**config.mk**
```make
export PLATFORM = sky130hd
export DESIGN_NAME = i2c_master_arbiter_flat
export DESIGN_NICKNAME = d
export VERILOG_FILES = /design/src/rtl/i2c_master_arbiter_if.sv /design/src/rtl/i2c_master_arbiter.sv /design/src/flat_wrapper.sv
export SDC_FILE = /design/constraint.sdc
export NUM_CORES = 1
export LEC_CHECK = 0
export CORE_MARGIN = 2
export CORE_UTILIZATION = 40
export DETAILED_ROUTE_END_ITERATION = 12
export GPL_TIMING_DRIVEN = 0
export HOLD_SLACK_MARGIN = 0.06
export PLACE_DENSITY_LB_ADDON = 0.05
export SLEW_MARGIN = 15
export SYNTH_ARGS = -nofsm -noshare
export SYNTH_HDL_FRONTEND = slang
export SYNTH_SLANG_ARGS = --single-unit
```
**constraint.sdc**
```tcl
create_clock -name clk -period 4.7 [get_ports clk]
set_input_delay 1.41 -clock clk [delete_from_list [all_inputs] [get_ports clk]]
set_output_delay 1.41 -clock clk [all_outputs]
set_load 0.03 [all_outputs]
```
**src/rtl/i2c_master_arbiter_if.sv**
```systemverilog
// i2c_master_arbiter_if: command/status bundle between the arbiter and the shared I2C master
interface i2c_master_arbiter_if;
  logic       i2c_cmd_start;
  logic       i2c_cmd_read;
  logic       i2c_cmd_write;
  logic       i2c_cmd_stop;
  logic       i2c_cmd_valid;
  logic [6:0] i2c_dev_address;
  logic [7:0] i2c_data_out;
  logic       i2c_data_out_valid;
  logic       i2c_data_in_ready;
  logic       i2c_cmd_ready;
  logic       i2c_data_out_ready;
  logic       i2c_data_in_valid;
  logic       i2c_data_in_last;
  logic       i2c_missed_ack;
  logic       i2c_bus_busy;
  logic       i2c_bus_control;
  modport master (
    output i2c_cmd_start, i2c_cmd_read, i2c_cmd_write, i2c_cmd_stop, i2c_cmd_valid,
           i2c_dev_address, i2c_data_out, i2c_data_out_valid, i2c_data_in_ready,
    input  i2c_cmd_ready, i2c_data_out_ready, i2c_data_in_valid, i2c_data_in_last,
           i2c_missed_ack, i2c_bus_busy, i2c_bus_control
  );
  modport slave (
    input  i2c_cmd_start, i2c_cmd_read, i2c_cmd_write, i2c_cmd_stop, i2c_cmd_valid,
           i2c_dev_address, i2c_data_out, i2c_data_out_valid, i2c_data_in_ready,
    output i2c_cmd_ready, i2c_data_out_ready, i2c_data_in_valid, i2c_data_in_last,
           i2c_missed_ack, i2c_bus_busy, i2c_bus_control
  );
endinterface

```
**src/rtl/i2c_master_arbiter.sv**
```systemverilog
// i2c_master_arbiter: round-robin owner of one I2C master shared by NUM_REQ requesters
module i2c_master_arbiter #(
  parameter int NUM_REQ     = 2,
  parameter int HOLD_CYCLES = 135000,
  parameter int FREE_CYCLES = 27000,
  parameter int CNT_W       = 18
) (
  input  logic                 clk,
  input  logic                 reset,
  input  logic [NUM_REQ-1:0]   req,
  input  logic [NUM_REQ-1:0]   req_done,
  input  logic [NUM_REQ-1:0]   req_fail,
  input  logic [5*NUM_REQ-1:0] req_cmd,
  input  logic [7*NUM_REQ-1:0] req_dev_address,
  input  logic [8*NUM_REQ-1:0] req_data_out,
  input  logic [NUM_REQ-1:0]   req_data_out_valid,
  input  logic [NUM_REQ-1:0]   req_data_in_ready,
  i2c_master_arbiter_if.master bus,
  output logic [NUM_REQ-1:0]   grant,
  output logic [NUM_REQ-1:0]   abort,
  output logic [NUM_REQ-1:0]   gnt_cmd_ready,
  output logic [NUM_REQ-1:0]   gnt_data_out_ready,
  output logic [NUM_REQ-1:0]   gnt_data_in_valid,
  output logic [NUM_REQ-1:0]   gnt_data_in_last,
  output logic [NUM_REQ-1:0]   gnt_missed_ack,
  output logic                 arb_busy,
  output logic                 arb_timeout
);
  localparam int PW = $clog2(NUM_REQ);
  typedef enum logic [1:0] {IDLE, OWN, RELEASE} state_t;
  state_t               state, state_n;
  logic [NUM_REQ-1:0]   grant_n, abort_n;
  logic [PW-1:0]        rr_ptr, rr_n, off, win;
  logic [PW:0]          sum;
  logic [2*NUM_REQ-1:0] rot;
  logic [CNT_W-1:0]     cnt, cnt_n;
  logic                 tout_n, bus_free, owner_end;
  logic [4:0]           cmd;
  logic [6:0]           dev;
  logic [7:0]           dout;
  logic                 dov, dir;
  // rotate so the scan starts at rr_ptr, then map the offset back to an index
  always_comb begin
    rot = {req, req} >> rr_ptr;
    off = '0;
    for (int k = NUM_REQ - 1; k >= 0; k--) if (rot[k]) off = PW'(k);
    sum = {1'b0, rr_ptr} + {1'b0, off};
    win = (sum >= (PW+1)'(NUM_REQ)) ? PW'(sum - (PW+1)'(NUM_REQ)) : PW'(sum);
  end
  // grant is one-hot, so an OR of the masked lanes is the mux
  always_comb begin
    cmd = '0;
    dev = '0;
    dout = '0;
    dov = 1'b0;
    dir = 1'b0;
    for (int i = 0; i < NUM_REQ; i++) if (grant[i]) begin
      cmd  |= req_cmd[5*i +: 5];
      dev  |= req_dev_address[7*i +: 7];
      dout |= req_data_out[8*i +: 8];
      dov  |= req_data_out_valid[i];
      dir  |= req_data_in_ready[i];
    end
  end
  assign {bus.i2c_cmd_start, bus.i2c_cmd_read, bus.i2c_cmd_write, bus.i2c_cmd_stop, bus.i2c_cmd_valid} = cmd;
  assign bus.i2c_dev_address    = dev;
  assign bus.i2c_data_out       = dout;
  assign bus.i2c_data_out_valid = dov;
  assign bus.i2c_data_in_ready  = dir;
  assign gnt_cmd_ready      = grant & {NUM_REQ{bus.i2c_cmd_ready}};
  assign gnt_data_out_ready = grant & {NUM_REQ{bus.i2c_data_out_ready}};
  assign gnt_data_in_valid  = grant & {NUM_REQ{bus.i2c_data_in_valid}};
  assign gnt_data_in_last   = grant & {NUM_REQ{bus.i2c_data_in_last}};
  assign gnt_missed_ack     = grant & {NUM_REQ{bus.i2c_missed_ack}};
  assign arb_busy  = state != IDLE;
  assign bus_free  = ~bus.i2c_bus_busy & ~bus.i2c_bus_control;
  assign owner_end = |(grant & (req_done | req_fail | ~req));
  always_comb begin
    state_n = state;
    grant_n = grant;
    rr_n    = rr_ptr;
    cnt_n   = cnt;
    abort_n = '0;
    tout_n  = 1'b0;
    unique case (state)
      IDLE: if (|req) begin
        grant_n = NUM_REQ'(1) << win;
        rr_n    = (win == PW'(NUM_REQ - 1)) ? '0 : win + 1'b1;
        cnt_n   = '0;
        state_n = OWN;
      end
      OWN: if (owner_end) begin
        grant_n = '0;
        cnt_n   = '0;
        state_n = RELEASE;
      end else if (cnt == CNT_W'(HOLD_CYCLES - 1)) begin
        grant_n = '0;
        abort_n = grant;
        tout_n  = 1'b1;
        cnt_n   = '0;
        state_n = RELEASE;
      end else cnt_n = cnt + 1'b1;
      RELEASE: if (bus_free || cnt == CNT_W'(FREE_CYCLES - 1)) begin
        tout_n  = ~bus_free;
        cnt_n   = '0;
        state_n = IDLE;
      end else cnt_n = cnt + 1'b1;
      default: state_n = IDLE;
    endcase
  end
  always_ff @(posedge clk) begin
    if (reset) begin
      state       <= IDLE;
      grant       <= '0;
      abort       <= '0;
      arb_timeout <= 1'b0;
      rr_ptr      <= '0;
      cnt         <= '0;
    end else begin
      state       <= state_n;
      grant       <= grant_n;
      abort       <= abort_n;
      arb_timeout <= tout_n;
      rr_ptr      <= rr_n;
      cnt         <= cnt_n;
    end
  end
endmodule
```
**src/flat_wrapper.sv**
```systemverilog
// flat-port wrapper written by rule: the top's interface ports become plain ports
module i2c_master_arbiter_flat 
#(
  parameter int NUM_REQ     = 2,
  parameter int HOLD_CYCLES = 135000,
  parameter int FREE_CYCLES = 27000,
  parameter int CNT_W       = 18
)
  (clk, reset, req, req_done, req_fail, req_cmd, req_dev_address, req_data_out, req_data_out_valid, req_data_in_ready, grant, abort, gnt_cmd_ready, gnt_data_out_ready, gnt_data_in_valid, gnt_data_in_last, gnt_missed_ack, arb_busy, arb_timeout, bus_i2c_cmd_start, bus_i2c_cmd_read, bus_i2c_cmd_write, bus_i2c_cmd_stop, bus_i2c_cmd_valid, bus_i2c_dev_address, bus_i2c_data_out, bus_i2c_data_out_valid, bus_i2c_data_in_ready, bus_i2c_cmd_ready, bus_i2c_data_out_ready, bus_i2c_data_in_valid, bus_i2c_data_in_last, bus_i2c_missed_ack, bus_i2c_bus_busy, bus_i2c_bus_control);
  i2c_master_arbiter_if bus_i ();
  input  logic clk;
  input  logic reset;
  input  logic [NUM_REQ-1:0] req;
  input  logic [NUM_REQ-1:0] req_done;
  input  logic [NUM_REQ-1:0] req_fail;
  input  logic [5*NUM_REQ-1:0] req_cmd;
  input  logic [7*NUM_REQ-1:0] req_dev_address;
  input  logic [8*NUM_REQ-1:0] req_data_out;
  input  logic [NUM_REQ-1:0] req_data_out_valid;
  input  logic [NUM_REQ-1:0] req_data_in_ready;
  output logic [NUM_REQ-1:0] grant;
  output logic [NUM_REQ-1:0] abort;
  output logic [NUM_REQ-1:0] gnt_cmd_ready;
  output logic [NUM_REQ-1:0] gnt_data_out_ready;
  output logic [NUM_REQ-1:0] gnt_data_in_valid;
  output logic [NUM_REQ-1:0] gnt_data_in_last;
  output logic [NUM_REQ-1:0] gnt_missed_ack;
  output logic arb_busy;
  output logic arb_timeout;
  output wire logic [$bits(bus_i.i2c_cmd_start)-1:0] bus_i2c_cmd_start;
  output wire logic [$bits(bus_i.i2c_cmd_read)-1:0] bus_i2c_cmd_read;
  output wire logic [$bits(bus_i.i2c_cmd_write)-1:0] bus_i2c_cmd_write;
  output wire logic [$bits(bus_i.i2c_cmd_stop)-1:0] bus_i2c_cmd_stop;
  output wire logic [$bits(bus_i.i2c_cmd_valid)-1:0] bus_i2c_cmd_valid;
  output wire logic [$bits(bus_i.i2c_dev_address)-1:0] bus_i2c_dev_address;
  output wire logic [$bits(bus_i.i2c_data_out)-1:0] bus_i2c_data_out;
  output wire logic [$bits(bus_i.i2c_data_out_valid)-1:0] bus_i2c_data_out_valid;
  output wire logic [$bits(bus_i.i2c_data_in_ready)-1:0] bus_i2c_data_in_ready;
  input wire logic [$bits(bus_i.i2c_cmd_ready)-1:0] bus_i2c_cmd_ready;
  input wire logic [$bits(bus_i.i2c_data_out_ready)-1:0] bus_i2c_data_out_ready;
  input wire logic [$bits(bus_i.i2c_data_in_valid)-1:0] bus_i2c_data_in_valid;
  input wire logic [$bits(bus_i.i2c_data_in_last)-1:0] bus_i2c_data_in_last;
  input wire logic [$bits(bus_i.i2c_missed_ack)-1:0] bus_i2c_missed_ack;
  input wire logic [$bits(bus_i.i2c_bus_busy)-1:0] bus_i2c_bus_busy;
  input wire logic [$bits(bus_i.i2c_bus_control)-1:0] bus_i2c_bus_control;
  assign bus_i2c_cmd_start = bus_i.i2c_cmd_start;
  assign bus_i2c_cmd_read = bus_i.i2c_cmd_read;
  assign bus_i2c_cmd_write = bus_i.i2c_cmd_write;
  assign bus_i2c_cmd_stop = bus_i.i2c_cmd_stop;
  assign bus_i2c_cmd_valid = bus_i.i2c_cmd_valid;
  assign bus_i2c_dev_address = bus_i.i2c_dev_address;
  assign bus_i2c_data_out = bus_i.i2c_data_out;
  assign bus_i2c_data_out_valid = bus_i.i2c_data_out_valid;
  assign bus_i2c_data_in_ready = bus_i.i2c_data_in_ready;
  assign bus_i.i2c_cmd_ready = bus_i2c_cmd_ready;
  assign bus_i.i2c_data_out_ready = bus_i2c_data_out_ready;
  assign bus_i.i2c_data_in_valid = bus_i2c_data_in_valid;
  assign bus_i.i2c_data_in_last = bus_i2c_data_in_last;
  assign bus_i.i2c_missed_ack = bus_i2c_missed_ack;
  assign bus_i.i2c_bus_busy = bus_i2c_bus_busy;
  assign bus_i.i2c_bus_control = bus_i2c_bus_control;
  i2c_master_arbiter #(.NUM_REQ(NUM_REQ), .HOLD_CYCLES(HOLD_CYCLES), .FREE_CYCLES(FREE_CYCLES), .CNT_W(CNT_W)) u_core (.clk(clk), .reset(reset), .req(req), .req_done(req_done), .req_fail(req_fail), .req_cmd(req_cmd), .req_dev_address(req_dev_address), .req_data_out(req_data_out), .req_data_out_valid(req_data_out_valid), .req_data_in_ready(req_data_in_ready), .bus(bus_i), .grant(grant), .abort(abort), .gnt_cmd_ready(gnt_cmd_ready), .gnt_data_out_ready(gnt_data_out_ready), .gnt_data_in_valid(gnt_data_in_valid), .gnt_data_in_last(gnt_data_in_last), .gnt_missed_ack(gnt_missed_ack), .arb_busy(arb_busy), .arb_timeout(arb_timeout));
endmodule
```
# Word-level counts from Yosys, hierarchy flattened
# Cells that the tools add are included.
[word_totals]
regBits = 26
inputBits = 59
out_inout_bits = 38
wordCells = 84
[op_classes]
n_addsub = 4
n_lt_le_gt_ge = 1
n_eq_ne = 7
n_shift = 2
n_mux = 32
n_bitwise = 20
reduce_logical = 12
[op_table]
columns = ["operator", "count"]
rows = [
  ["18-bit two-way mux", 4],
  ["18-bit one-hot mux with 3 select lines", 1],
  ["18-bit by 1-bit adder with 18-bit output (second input constant)", 1],
  ["18-bit by 15-bit == test with 1-bit output (second input constant)", 1],
  ["18-bit == test (second input constant)", 1],
  ["8-bit two-way mux", 2],
  ["2-bit two-way mux", 7],
  ["7-bit two-way mux", 2],
  ["2-bit AND", 6],
  ["1-bit two-way mux", 11],
  ["5-bit two-way mux", 2],
  ["8-bit bitwise OR", 1],
  ["7-bit bitwise OR", 1],
  ["2-bit one-hot mux with 3 select lines", 1],
  ["3-bit AND reduction", 2],
  ["1-bit inverter", 5],
  ["5-bit bitwise OR", 1],
  ["5-bit OR reduction", 1],
  ["2-bit by 1-bit != test with 1-bit output (second input constant)", 2],
  ["2-bit bitwise OR", 2],
  ["2-bit one-hot mux with 2 select lines", 1],
  ["2-bit AND reduction", 2],
  ["2-bit nonzero test", 2],
  ["2-bit OR reduction", 2],
  ["other kinds (16)", 17],
]

# Longest topological paths before layout
# Gate-level depths: netlist of the first run.
[logic_depth]
word_depth = 9
mapped_depth = 9

# Worst setup path before layout of the first run
# OpenSTA, ideal clock, no wires.
[synth_path]
kind = "input -> output"
from = "input req_cmd[3]"
to = "output bus_i2c_cmd_read"
arrival_ps = 1730
required_time_ps = 3290
path_slack_ps = 1560
cell_stages = 1
path_cell_list = "a22o_1"
[synth_between]
elab_chain_len = 3
[synth_rtl]
columns = ["element", "line_no", "text"]
rows = [
  ["start, declared", "flat_wrapper.sv:16", "input logic [5*NUM_REQ-1:0] req_cmd;"],
  ["5-bit two-way mux (*)", "i2c_master_arbiter.sv:57", "for (int i = 0; i < NUM_REQ; i++) if (grant[i]) begin"],
  ["5-bit bitwise OR", "i2c_master_arbiter.sv:58", "cmd |= req_cmd[5*i +: 5];"],
  ["5-bit two-way mux (*)", "i2c_master_arbiter.sv:57", ""],
  ["end, declared", "flat_wrapper.sv:31", "output wire logic [$bits(bus_i.i2c_cmd_read)-1:0] bus_i2c_cmd_read;"],
]
# Mark *: on every way between the ends. The rest lies on a longest branch, timed or not.

# Final worst setup path of the first run
[layout_path]
from = "input req_data_out[1]"
to = "output bus_i2c_data_out[1]"
[layout_between]
elab_chain_len = 3
[layout_rtl]
columns = ["element", "line_no", "text"]
rows = [
  ["start, declared", "flat_wrapper.sv:18", "input logic [8*NUM_REQ-1:0] req_data_out;"],
  ["8-bit two-way mux (*)", "i2c_master_arbiter.sv:57", ""],
  ["8-bit bitwise OR", "i2c_master_arbiter.sv:60", "dout |= req_data_out[8*i +: 8];"],
  ["8-bit two-way mux (*)", "i2c_master_arbiter.sv:57", ""],
  ["end, declared", "flat_wrapper.sv:36", "output wire logic [$bits(bus_i.i2c_data_out)-1:0] bus_i2c_data_out;"],
]
# Marks and branches as above.

==> results of run 1 <==
-- per-layer routing --
| metal | vias to the layer above | track usage [%] | share of wire, % |
|---|---|---|---|
| met2 | 54 | 37.5 | 46 |
| met1 | 826 | 28.8 | 45 |
| li1 | 941 | - | - |
| met5 | - | 0 | 0 |
| met4 | 0 | 5.88 | 0.75 |
| met3 | 4 | 4.71 | 8.9 |
-- state kept, by name, summed over array words and instances, names as in the netlist --
register            flops
u_core.cnt             18
u_core.abort            2
u_core.grant            2
u_core.state            2
u_core.arb_timeout      1
u_core.rr_ptr           1
-- power groups by stage --
stage          combinational, mW  sequential [mW]  clock (mW)
6_report                   0.825            0.257       0.141
5_1_grt                    0.884            0.261       0.156
4_1_cts                    0.826            0.257       0.146
3_5_place_dp               0.824            0.262           0
3_3_place_gp               0.823            0.262           0
2_1_floorplan              0.501            0.273           0
-- through the flow --
step | total power [mW] | utilization (%) | cells | worst slack (ns)
floorplan | 0.774 | - | 202 | 1.56
global placement | 1.08 | 67.1 | 348 | 0.616
detailed placement | 1.09 | 67.1 | 348 | 0.599
CTS | 1.23 | 68.5 | 352 | 0.594
global route | 1.30 | 68.5 | 352 | 0.558
finish | 1.22 | 68.5 | 352 | 0.590
-- layout make-up --
type	count	area, sq um	share of cell area [%]
Buffer	10	45.0	1.63
Clock buffer	4	55.1	2.00
Inverter	6	22.5	0.816
Multi-Input combinational cell	160	1090	39.6
Sequential cell	26	520	18.9
Tap cell	50	62.6	2.27
Timing Repair Buffer	96	961	34.8
-- Yosys cell counts, types with 6 or more instances --
| cell | n | area [sq um] |
|---|---|---|
| nor3_1 | 7 | 35.0 |
| and2_1 | 13 | 81.3 |
| clkbuf_1 | 8 | 30.0 |
| inv_1 | 6 | 22.5 |
| a22o_1 | 22 | 193 |
| nand3_1 | 7 | 35.0 |
| dfxtp_1 | 26 | 521 |
| xor2_1 | 7 | 61.3 |
| nand2_1 | 13 | 48.8 |
| nor2_1 | 24 | 90.1 |
-- cell families after synthesis --
group / count (synthesis) / share of synthesized area, %
xor+xnor: 12 / 6.25
flops: 26 / 31.0
mux: 2 / 1.19
fa+ha+maj: 6 / 4.32
simple gates: 94 / 30.9
buf+inv: 16 / 4.02
compound gates: 46 / 22.3
-- worst paths after layout --
check	startpoint	endpoint	slack, ns	cells after the start
hold / removal	u_core.rr_ptr$_SDFFE_PP0P_	u_core.rr_ptr$_SDFFE_PP0P_	0.49	1
hold reg to reg	u_core.rr_ptr$_SDFFE_PP0P_	u_core.rr_ptr$_SDFFE_PP0P_	0.49	1
setup reg to reg	u_core.state[0]$_SDFFE_PP0P_	u_core.cnt[12]$_SDFFE_PP0P_	2.46	9
setup / recovery	req_data_out[1]	bus_i2c_data_out[1]	0.59	3
-- critical path, stage by stage --
cell and delay, ns:
clkdlybuf4s50_1 0.47, a22o_1 0.14, clkdlybuf4s50_1 0.68
==> metrics.cfg, run 1 <==
[final_layout]
mostFrequentLayoutCells = clkdlybuf4s50_1, dfxtp_1, nor2_1
drive_above_1_share_pct = 5.63
nets = 367
area_growth_syn_to_layout_pct = 64.2
fillers = 365
insertedDiodeCount = 0
final_area_sq_mm = 0.00276
layout_commonest_cell = clkdlybuf4s50_1

[placement]
placed_area_sq_mm = 0.00270
gp_congestion = 0.882
port_buffers = 96
place_hpwl_mm = 4.30

[sta]
worst_pin_slew_ns = 0.702
drv_slew = 0
period_needed_ns = 4.11
hold_ws_ns = 0.490
setup_viol = 0
fin_worst_skew_ns = 0.00718
period_share_pct = 87.5
slew_headroom_pct = 53.1
hold_violations = 0
rsz0062_at_grt = no
timing.setup.tns_ns = 0
max_freq_mhz = 243

[detailed_routing]
ant_nets = 0
drt_first_pass_iters = 4
route.detailed.drc = 0
drt-initial-drc-count = 65
wl_mm = 5.31
avgViaCountPerCell = 5.18
wire_per_inst_um = 15.1
vias = 1825

[die]
die_y_um = 68.8
core_area_sq_mm = 0.00403
die_x_um = 68.8
die_area_sq_mm = 0.00474
row_count = 23
initial_utilization_pct = 41.7
io_pins = 97

[run]
maxCapViolCount = 0

[power]
leakagePower_nw = 0.953
internal_power_mw = 0.675
switchingPower_mw = 0.548
ir_worst_vdd_mv = 0.240
combPwrFrac_pct = 67.4
power_density_mw_per_mm2 = 444
p_seq_share_pct = 21.0
clock_power_share_pct = 11.6
switching_share_pct = 44.8

[setup_path]
cp_max_fo = 1
cp_data_arrival_time_ns = 2.70
start_kind = primary input
crit_path_end_kind = output pin
critPathKind = primary input to output pin
cp.required_ns = 3.29

[clocking]
cts_hold_buf = 0
htree_levels = 1
cts_root_buf = clkbuf_8
cts_sinks = 26
cts_buffers = 3
clk_latency_ns = 0.27
clkTransAtPathRegs_ns = 0.09
postCtsSetupRepairBufs = 0
cts_tree = yes
ctsResizeCount = 0
cts_buffer_depth = 2

[logic_synthesis]
seq_area_frac_synth_pct = 31.0
ys_ff_latch = 26
synth_edf_count = 0
async_reset_ff_share_pct = 0
synth_nets = 266
avgSynthCellArea_sq_um = 8.32
syn_inst = 202
ys_types = 50
ys.flop_type = dfxtp_1
syn_area_sq_mm = 0.00168
ys_warn_count = 0

[grt]
gr-total-overflow = 0
grt_first_pass_wirelength_mm = 7.87
grtUsageTotal_pct = 22.3
grt_pass1_vias = 1617
antenna_found_initial = 0
grt_max_degree = 15

[run_status]
outcome = finished, final reports clean

[worst_hold_path]
hp-class = flip-flop to flip-flop

(Power assumes the default switching activity.)
==> run 2, diff against run 1 <==
--- a/config.mk
+++ b/config.mk
@@ -5,11 +5,11 @@
 export SDC_FILE = /design/constraint.sdc
 export NUM_CORES = 1
 export LEC_CHECK = 0
+export ABC_CLOCK_PERIOD_IN_PS = 4700
 export CORE_MARGIN = 2
 export CORE_UTILIZATION = 40
 export DETAILED_ROUTE_END_ITERATION = 12
 export GPL_TIMING_DRIVEN = 0
-export HOLD_SLACK_MARGIN = 0.06
 export PLACE_DENSITY_LB_ADDON = 0.05
 export SLEW_MARGIN = 15
 export SYNTH_ARGS = -nofsm -noshare
==> results of run 2 <==
Same layout as run 1: the final DEF is identical, and so are final timing and power.
==> edit: new RTL, config.mk and constraints of run 1 <==
`CNT_W` is set to 18 in 2 places; all go to 16.
--- a/src/rtl/i2c_master_arbiter.sv
+++ b/src/rtl/i2c_master_arbiter.sv
@@ -3,7 +3,7 @@
   parameter int NUM_REQ     = 2,
   parameter int HOLD_CYCLES = 135000,
   parameter int FREE_CYCLES = 27000,
-  parameter int CNT_W       = 18
+  parameter int CNT_W       = 16
 ) (
   input  logic                 clk,
   input  logic                 reset,
--- a/src/flat_wrapper.sv
+++ b/src/flat_wrapper.sv
@@ -4,7 +4,7 @@
   parameter int NUM_REQ     = 2,
   parameter int HOLD_CYCLES = 135000,
   parameter int FREE_CYCLES = 27000,
-  parameter int CNT_W       = 18
+  parameter int CNT_W       = 16
 )
   (clk, reset, req, req_done, req_fail, req_cmd, req_dev_address, req_data_out, req_data_out_valid, req_data_in_ready, grant, abort, gnt_cmd_ready, gnt_data_out_ready, gnt_data_in_valid, gnt_data_in_last, gnt_missed_ack, arb_busy, arb_timeout, bus_i2c_cmd_start, bus_i2c_cmd_read, bus_i2c_cmd_write, bus_i2c_cmd_stop, bus_i2c_cmd_valid, bus_i2c_dev_address, bus_i2c_data_out, bus_i2c_data_out_valid, bus_i2c_data_in_ready, bus_i2c_cmd_ready, bus_i2c_data_out_ready, bus_i2c_data_in_valid, bus_i2c_data_in_last, bus_i2c_missed_ack, bus_i2c_bus_busy, bus_i2c_bus_control);
   i2c_master_arbiter_if bus_i ();
Formal check against the unedited RTL: same outputs for any inputs over 10 cycles, from zero or initial values and one cycle with reset high; that may be too few to reach the edited logic, so the function may still have changed.
==> edit against run 1 <==
  * Combinational power rose by 2.7%
  * Total power grew 3.7%
  * Cell area rose by 1.6%
  * Area after synthesis up 2.3%
  * Worst setup slack got worse by 0.016 ns
  * Critical path depth did not move
  * Fmax down 0.39%
  * Sequential cell count shrank 2
  * Routed wire length grew 6.3%
  * Critical endpoint is now bus_i2c_dev_address[2]
  * Largest cell class unchanged
  * Largest power group unchanged
  * Highest routed layer unchanged
==> edit: results (changes against run 1) <==
| Metric | Value |
|---|---|
| Status | `finished, final reports clean` |
| Clock Path Buffers | `2 (unchanged)` |
| Post-synthesis net count | `255 (-4.1%)` |
| Root buffer cell | `clkbuf_8` |
| Global Route met1 Usage | `27.7% (-1.1 points)` |
| Ys async rst share | `0% (unchanged)` |
| Clk slew on worst S/H paths | `0.09 ns (about the same)` |
| Post-synth top cells | `24 x dfxtp_1, 22 x a22o_1, 12 x and2_1, 12 x nand2_1, 11 x xor2_1` |
| Initial antenna violation count | `0 (unchanged)` |
| Largest net degree at the start of global routing | `15 (unchanged)` |
| Placed cell area | `2730 sq um (+1.1%)` |
| Met3 usage | `5.52% (+0.82 points)` |
| Met2 Track Usage GR | `41.2% (+3.7 points)` |
| Vias per inst | `5.48 (+5.7%)` |
| Post-CTS sizing | `0 (unchanged)` |
| CP Launch Type | `input port` |
| Filler cells | `356 (-2.5%)` |
| Number of global-route vias before repair | `1822 (+13%)` |
| VDD IR-drop max | `0.000380 V (+59%)` |
| Worst-case clock skew | `0.0103 ns (+0.00311 ns)` |
| Synth cell types | `48 (-4.0%)` |
| Leakage | `0.951 nW (-0.25%)` |
| Post CTS Setup Buffer Count | `0 (unchanged)` |
| Biggest register | `u_core.cnt` |
| RR Startpoint | `u_core.state[0]` |
| DR iter-0 viols | `59 (-9.2%)` |
| Clk_lat worst skew | `0.27 ns (about the same)` |
| Gr usage total | `23.8% (+1.6 points)` |
| Number of H-tree levels | `1 (unchanged)` |
| Worst rel slew slack | `43.4% (-9.7 points)` |
| Arrival time worst endpoint | `2.72 ns (+0.02 ns)` |
| Layout cells sized above 1 | `10.0% (+4.4 points)` |
| Final WL | `5.65 mm (+6.3%)` |
| CTS Buf Count | `3 (unchanged)` |
| Routability cong. | `0.834 (-5.4%)` |
| Antenna fix cells | `0 (unchanged)` |
| First-pass GRT wire length | `9.18 mm (+17%)` |
| Hold_sp | `u_core.cnt[1]` |
| IO buf count | `95 (-1.0%)` |
| Max reg flops | `16 (-2)` |
| Crit path launch | `req_dev_address[2]` |
| HP Class | `reg -> reg` |
| Layout Nets | `355 (-3.3%)` |
| Area contributors post-synth | `dfxtp_1 28%, a22o_1 11%, a211oi_2 7.3%` |
| DRT Pass-1 Iters | `4 (unchanged)` |
| Max Fanout on Critical Path | `1 (unchanged)` |
| Hpwl dp | `4.51 mm (+4.8%)` |
| Seq/Total Area, Yosys | `27.9% (-3.0 points)` |
-- edit: path summary, 6_finish.rpt --
kind,cells past startpoint,slack [ns],to
setup / recovery,3,0.57,bus_i2c_dev_address[2]
hold / removal,2,0.48,u_core.cnt[1]
setup reg to reg,7,2.34,u_core.cnt[13]
hold reg to reg,2,0.48,u_core.cnt[1]
-- edit: critical path, stage by stage --
cell,delay (ns)
clkdlybuf4s50_1,0.47
a22o_1,0.16
clkdlybuf4s50_1,0.67
-- edit: kinds of logic (layout without fill, tap and decap cells) --
kind of cell / count (synthesis) / count (layout) / share of synthesized area (%)
compound gates: 57 / 57 / 29.4
xor+xnor: 11 / 11 / 5.60
fa+ha+maj: 6 / 6 / 4.22
buf+inv: 19 / 118 / 5.17
flops: 24 / 24 / 27.9
simple gates: 74 / 74 / 27.7
-- edit: through the flow --
step,cells,setup WS [ns]
floorplan,191,1.56
detailed placement,336,0.564
CTS,340,0.563
global route,340,0.545
finish,340,0.574
global placement,336,0.562
-- edit: final cells by class --
type | count | area (sq um) | area share, %
multi-input combinational | 148 | 1150 | 41.0
buffer | 14 | 70.1 | 2.50
inverter | 5 | 18.8 | 0.669
tap | 50 | 62.6 | 2.23
clock buffer | 3 | 41.3 | 1.47
timing repair buffer | 95 | 951 | 33.9
clock inverter | 1 | 30.0 | 1.07
sequential | 24 | 480 | 17.1
-- edit: metal layers --
layer	share of wire, %	wire (um)	vias up
li1	-	-	922
met1	42	2370	850
met2	48	2730	78
met3	6.6	371	14
met4	3.1	176	0
met5	0	0	-
-- edit: power breakdown --
group,switching (mW),internal [mW]
Clock,0.0700,0.114
Sequential,0.0160,0.222
Combinational,0.485,0.362
